$ cat src/rtl/knn_sched.sv
// k-nearest-neighbour search sequencer: walks training memory, issues distance
// requests, and maintains a sorted list of the K closest points with labels.

module knn_slot #(
    parameter int DIST_W  = 33,
    parameter int LABEL_W = 8
) (
    input  logic               clk,
    input  logic               rst_n,
    input  logic               clear,
    input  logic               ins,
    input  logic [DIST_W-1:0]  d,
    input  logic [LABEL_W-1:0] label,
    input  logic               lt_below,
    input  logic [DIST_W-1:0]  below_dist,
    input  logic [LABEL_W-1:0] below_label,
    output logic               lt,
    output logic [DIST_W-1:0]  dist_q,
    output logic [LABEL_W-1:0] label_q
);
    // Strict compare keeps an earlier equal distance ahead of the new one.
    assign lt = d < dist_q;

    always_ff @(posedge clk or negedge rst_n) begin
        if (!rst_n) begin
            dist_q  <= '1;
            label_q <= '0;
        end else if (clear) begin
            dist_q  <= '1;
            label_q <= '0;
        end else if (ins && lt) begin
            // List is sorted, so lt is monotonic: if the slot below also
            // loses to d, this slot takes the shifted-up entry from below.
            if (lt_below) begin
                dist_q  <= below_dist;
                label_q <= below_label;
            end else begin
                dist_q  <= d;
                label_q <= label;
            end
        end
    end
endmodule

module knn_sched #(
    parameter  int ADDR_W  = 8,
    parameter  int COORD_W = 16,
    parameter  int LABEL_W = 8,
    parameter  int K       = 4,
    localparam int DIST_W  = 2*COORD_W+1
) (
    input  logic                         clk,
    input  logic                         rst_n,
    input  logic                         start,
    input  logic [ADDR_W:0]              n_train,
    input  logic [COORD_W-1:0]           test_x,
    input  logic [COORD_W-1:0]           test_y,
    output logic                         busy,
    output logic                         done,
    output logic                         mem_en,
    output logic [ADDR_W-1:0]            mem_addr,
    input  logic [2*COORD_W+LABEL_W-1:0] mem_rdata,
    output logic                         dist_req_valid,
    input  logic                         dist_req_ready,
    output logic [2*COORD_W-1:0]         dist_a,
    output logic [2*COORD_W-1:0]         dist_b,
    input  logic                         dist_rsp_valid,
    input  logic [DIST_W-1:0]            dist_rsp_data,
    output logic [K*DIST_W-1:0]          nn_dist,
    output logic [K*LABEL_W-1:0]         nn_label,
    output logic [3:0]                   nn_count
);
    typedef enum logic [2:0] {
        S_IDLE, S_FETCH, S_WAIT_MEM, S_REQ, S_WAIT_RSP, S_INSERT, S_DONE
    } state_t;

    typedef struct packed {
        logic [LABEL_W-1:0] label;
        logic [COORD_W-1:0] y;
        logic [COORD_W-1:0] x;
    } train_t;

    state_t             state, state_nxt;
    logic [ADDR_W:0]    idx, idx_inc, n_lat;
    logic [COORD_W-1:0] tx, ty;
    train_t             tr;
    logic [DIST_W-1:0]  d_q;
    logic [3:0]         cnt;
    logic               accept, ins;

    logic [K-1:0][DIST_W-1:0]  slot_d;
    logic [K-1:0][LABEL_W-1:0] slot_l;
    logic [K-1:0]              lt;
    logic [K:0][DIST_W-1:0]    dist_ext;
    logic [K:0][LABEL_W-1:0]   label_ext;
    logic [K:0]                lt_ext;

    assign accept  = (state == S_IDLE) && start;
    assign ins     = (state == S_INSERT);
    assign idx_inc = idx + 1'b1;

    // Index 0 of the extended arrays is a sentinel below slot 0.
    assign dist_ext[0]  = '1;
    assign label_ext[0] = '0;
    assign lt_ext[0]    = 1'b0;

    for (genvar j = 0; j < K; j++) begin : g_slot
        assign dist_ext[j+1]  = slot_d[j];
        assign label_ext[j+1] = slot_l[j];
        assign lt_ext[j+1]    = lt[j];

        knn_slot #(.DIST_W(DIST_W), .LABEL_W(LABEL_W)) u_slot (
            .clk         (clk),
            .rst_n       (rst_n),
            .clear       (accept),
            .ins         (ins),
            .d           (d_q),
            .label       (tr.label),
            .lt_below    (lt_ext[j]),
            .below_dist  (dist_ext[j]),
            .below_label (label_ext[j]),
            .lt          (lt[j]),
            .dist_q      (slot_d[j]),
            .label_q     (slot_l[j])
        );
    end

    assign nn_dist  = slot_d;
    assign nn_label = slot_l;
    assign nn_count = cnt;
    assign mem_addr = idx[ADDR_W-1:0];
    assign dist_a   = {ty, tx};
    assign dist_b   = {tr.y, tr.x};

    always_ff @(posedge clk or negedge rst_n) begin
        if (!rst_n) begin
            state <= S_IDLE;
            idx   <= '0;
            n_lat <= '0;
            tx    <= '0;
            ty    <= '0;
            tr    <= '0;
            d_q   <= '0;
            cnt   <= '0;
        end else begin
            state <= state_nxt;
            if (accept) begin
                n_lat <= n_train;
                tx    <= test_x;
                ty    <= test_y;
                idx   <= '0;
                cnt   <= '0;
            end
            if (state == S_WAIT_MEM)
                tr <= mem_rdata;
            if (state == S_WAIT_RSP && dist_rsp_valid)
                d_q <= dist_rsp_data;
            if (ins) begin
                idx <= idx_inc;
                if (cnt != 4'(K))
                    cnt <= cnt + 4'd1;
            end
        end
    end

    always_comb begin
        state_nxt      = state;
        busy           = 1'b0;
        done           = 1'b0;
        mem_en         = 1'b0;
        dist_req_valid = 1'b0;
        case (state)
            S_IDLE: begin
                if (start)
                    state_nxt = (n_train == '0) ? S_DONE : S_FETCH;
            end
            S_FETCH: begin
                busy      = 1'b1;
                mem_en    = 1'b1;
                state_nxt = S_WAIT_MEM;
            end
            S_WAIT_MEM: begin
                busy      = 1'b1;
                state_nxt = S_REQ;
            end
            S_REQ: begin
                busy           = 1'b1;
                dist_req_valid = 1'b1;
                if (dist_req_ready)
                    state_nxt = S_WAIT_RSP;
            end
            S_WAIT_RSP: begin
                busy = 1'b1;
                if (dist_rsp_valid)
                    state_nxt = S_INSERT;
            end
            S_INSERT: begin
                busy      = 1'b1;
                state_nxt = (idx_inc == n_lat) ? S_DONE : S_FETCH;
            end
            S_DONE: begin
                done      = 1'b1;
                state_nxt = S_IDLE;
            end
            default: state_nxt = S_IDLE;
        endcase
    end
endmodule
$ cat config.mk
export PLATFORM = sky130hd
export DESIGN_NAME = knn_sched
export DESIGN_NICKNAME = d
export VERILOG_FILES = /design/src/rtl/knn_sched.sv
export SDC_FILE = /design/constraint.sdc
export NUM_CORES = 1
export LEC_CHECK = 0
export BUFFER_PORTS_ARGS = -buffer_cell sky130_fd_sc_hd__buf_4
export CORE_AREA = 2 2 170 172
export CTS_BUF_LIST = sky130_fd_sc_hd__clkbuf_16
export DETAILED_ROUTE_END_ITERATION = 6
export DIE_AREA = 0 0 172 174
export PLACE_DENSITY = 0.86
export SYNTH_ARGS = -nofsm -noshare
export SYNTH_HDL_FRONTEND = slang
export SYNTH_SLANG_ARGS = --single-unit
$ cat constraint.sdc
create_clock -name clk -period 5.8 [get_ports clk]
set_input_delay 0 -clock clk [delete_from_list [all_inputs] [get_ports clk]]
set_output_delay 0 -clock clk [all_outputs]
set_load 0.03 [all_outputs]
==> flow_summary.ini <==
[worst_setup_path]
slowest_stage = and2_2
arrival_ps = 4810
crit_fanout = 42
r2r-end = g_slot[1].u_slot.label_q[0]
reg2reg_from = g_slot[1].u_slot.dist_q[30]
crit_type = reg2reg
path_cells = inv_1 -> ha_1 -> a21o_1 -> a21o_1 -> a221oi_1 -> o211ai_1 -> o21ai_4 -> buf_4 -> and2_2 -> buf_4 -> mux2i_1
cp_top_family = buffers and inverters
slowest_delay_ps = 770
r2r_setup_slack_ps = 1420
crit_buf_inv = 3
end_kind = flop
cp-start-kind = flop
r2r_cells = 11
required_ps = 6230

[power_and_ir_drop]
power_density_nw_per_um2 = 570
peakVddDrop_v = 0.000460
leakage_nw = 12.0

[cells_and_area]
fill_cells = 1715
final_area_um2 = 21800
final_nets = 2325
stdcell_count = 2487
drive_gt1_frac = 0.305
areaGrowthSynthToFinish_pct = 31.7

[timing]
hold_ws_ps = 28.4
slew_viol_final = 0
timing.fmax_mhz = 228
final.setup.tns_ps = 0
rsz0062_at_grt = no
clock_skew_ps = 20.4
setup_viol = 0
worst_pin_slew_ps = 1130
finalHoldViolCount = 0
slew-limit-headroom = 0.243
period_needed_ps = 4380
post-route-period-util = 0.755

[die]
die_w_um = 172
coreArea_um2 = 28200
fp.dieH_um = 174
dieArea_um2 = 29900
initial_utilization = 0.588
row_count = 62
pin_count = 363

[global_routing]
grt_pass1_wl_mm = 85.0
overflow = 0
antenna_found_initial = 2
grt_pass1_vias = 15500
grt_usage = 0.365
grt_max_degree = 157

[clock_tree]
cts_tree = done
clockRootBuffer = clkbuf_16
holdBufCountCts = 118
clk_latency_ps = 520
h-tree-depth = 2
clock_path_buffers = 3
post-cts-setup-buffer-count = 0
clkTransAtPathRegs_ps = 60
clock_sinks = 294
cts-buffers-inserted = 35
cts_resized = 0

[routing]
drt-initial-drc-count = 1324
drt_pass1_iterations = 6
drc = 0
routedWlPerCell_um = 22.1
viasPerCell = 5.91
vias = 14700
detail-route-antenna-nets = 0
postRouteWirelength_mm = 54.9

[synthesis]
postSynthAreaPerCell_um2 = 10.2
syn-num-nets = 1880
synth_cells = 1630
synth_top_area_share = 0.244
yosysSeqAreaShare = 0.453
synth.most_common_cell = mux2i_1
yosys_warnings = 0
netlist-cell-type-count = 57
synth_top_cell_by_area = dfrtp_1
mappedNetlistArea_um2 = 16600
synth-seq-cells = 294
synthArstFlopShare = 1.00
synthTopCellsByCount = 247 x mux2i_1, 239 x nand2_1, 162 x dfrtp_1, 152 x nor2_1, 141 x inv_1
ys.flop_type = dfrtp_1
synth_edf_count = 0
ys_top_cells_by_area = dfrtp_1 24%, dfstp_2 21%, mux2i_1 15%

[flow_run]
maxCapViolCount = 0

[hold_path]
hold_path_class = in2async

[placement]
dpl_cell_area_um2 = 19500
routabilityCongestion = 0.878
hpwl_mm = 33.5
place_inst = 2304
io_buffers = 362

[outcome]
outcome = finished, final reports clean
-- where the power goes --
| group | internal [mW] | switching [mW] | total (mW) |
|---|---|---|---|
| combinational | 2.39 | 3.62 | 6.01 |
| sequential | 3.14 | 1.10 | 4.24 |
| clock | 1.30 | 0.899 | 2.20 |
-- cell families (layout without fill, tap and decap cells) --
family          Yosys count  in the layout  share of synthesized area
compound gates          187            187                     0.0694
xor+xnor                 15             15                    0.00958
fa+ha+maj               131            131                     0.0988
buf+inv                 227            698                     0.0581
flops                   294            294                      0.453
mux                     320            320                      0.199
other cells               0              2                          0
simple gates            456            456                      0.112
-- routing by layer --
layer	global-route usage	wire, um	vias to the layer above
li1	-	-	6428
met1	0.433	20200	7211
met2	0.611	26700	838
met3	0.0863	4680	228
met4	0.199	3330	2
met5	0	11	-
-- sequential cells by signal, indices dropped and copies added, names as in the netlist --
| register | flops |
|---|---|
| g_slot.u_slot.label_q | 32 |
| idx | 9 |
| tx | 16 |
| ty | 16 |
| nn_count | 4 |
| d_q | 33 |
| state | 3 |
| tr | 8 |
| dist_b | 32 |
| n_lat | 9 |
| g_slot.u_slot.dist_q | 132 |
-- final cells by class --
type,instances,area [um2],share of cell area
Multi-Input combinational cell,1109,8150,0.373
Sequential cell,294,7520,0.344
Timing Repair Buffer,494,4020,0.184
Clock buffer,36,901,0.0412
Inverter,141,529,0.0242
Tap cell,384,480,0.0220
Clock inverter,27,230,0.0105
Antenna cell,2,5.00,0.000229
-- through the flow --
stage,setup slack [ps],power (mW),util
floorplan,3010,7.73,-
global placement,1610,9.61,0.692
detailed placement,1470,9.87,0.692
CTS,1440,12.2,0.773
global route,1170,13.1,0.774
finish,1420,12.5,0.774
-- worst max path at each step --
stage	cells after the start	startpoint	slack [ps]	end
after floorplan	11	g_slot[1].u_slot.dist_q[30]	3010	g_slot[1].u_slot.dist_q[0]
after global placement	11	g_slot[1].u_slot.dist_q[30]	1610	g_slot[1].u_slot.dist_q[29]
after detailed placement	11	g_slot[1].u_slot.dist_q[30]	1470	g_slot[1].u_slot.label_q[3]
after CTS	11	g_slot[1].u_slot.dist_q[30]	1440	g_slot[1].u_slot.label_q[3]
after global routing	11	g_slot[1].u_slot.dist_q[30]	1170	g_slot[1].u_slot.label_q[3]
final	11	g_slot[1].u_slot.dist_q[30]	1420	g_slot[1].u_slot.label_q[0]
-- layout by cell type (no fill, tap or decap), types with 5 or more instances in the layout --
cell and count:
a211oi_1 6, a21o_1 15, a21oi_1 40, and3_1 5, and4_1 5, buf_4 374
clkbuf_16 36, clkinv_1 5, dfrtp_1 162, dfstp_2 132, dlygate4sd3_1 118, ha_1 131
inv_1 154, mux2_2 73, mux2i_1 247, nand2_1 238, nand3_1 8, nand4_1 15
nor2_1 152, nor3_1 13, o211ai_1 5, o21a_1 8, o21ai_0 75, xnor2_1 9
Note: power is estimated with default switching activity, not from simulation.
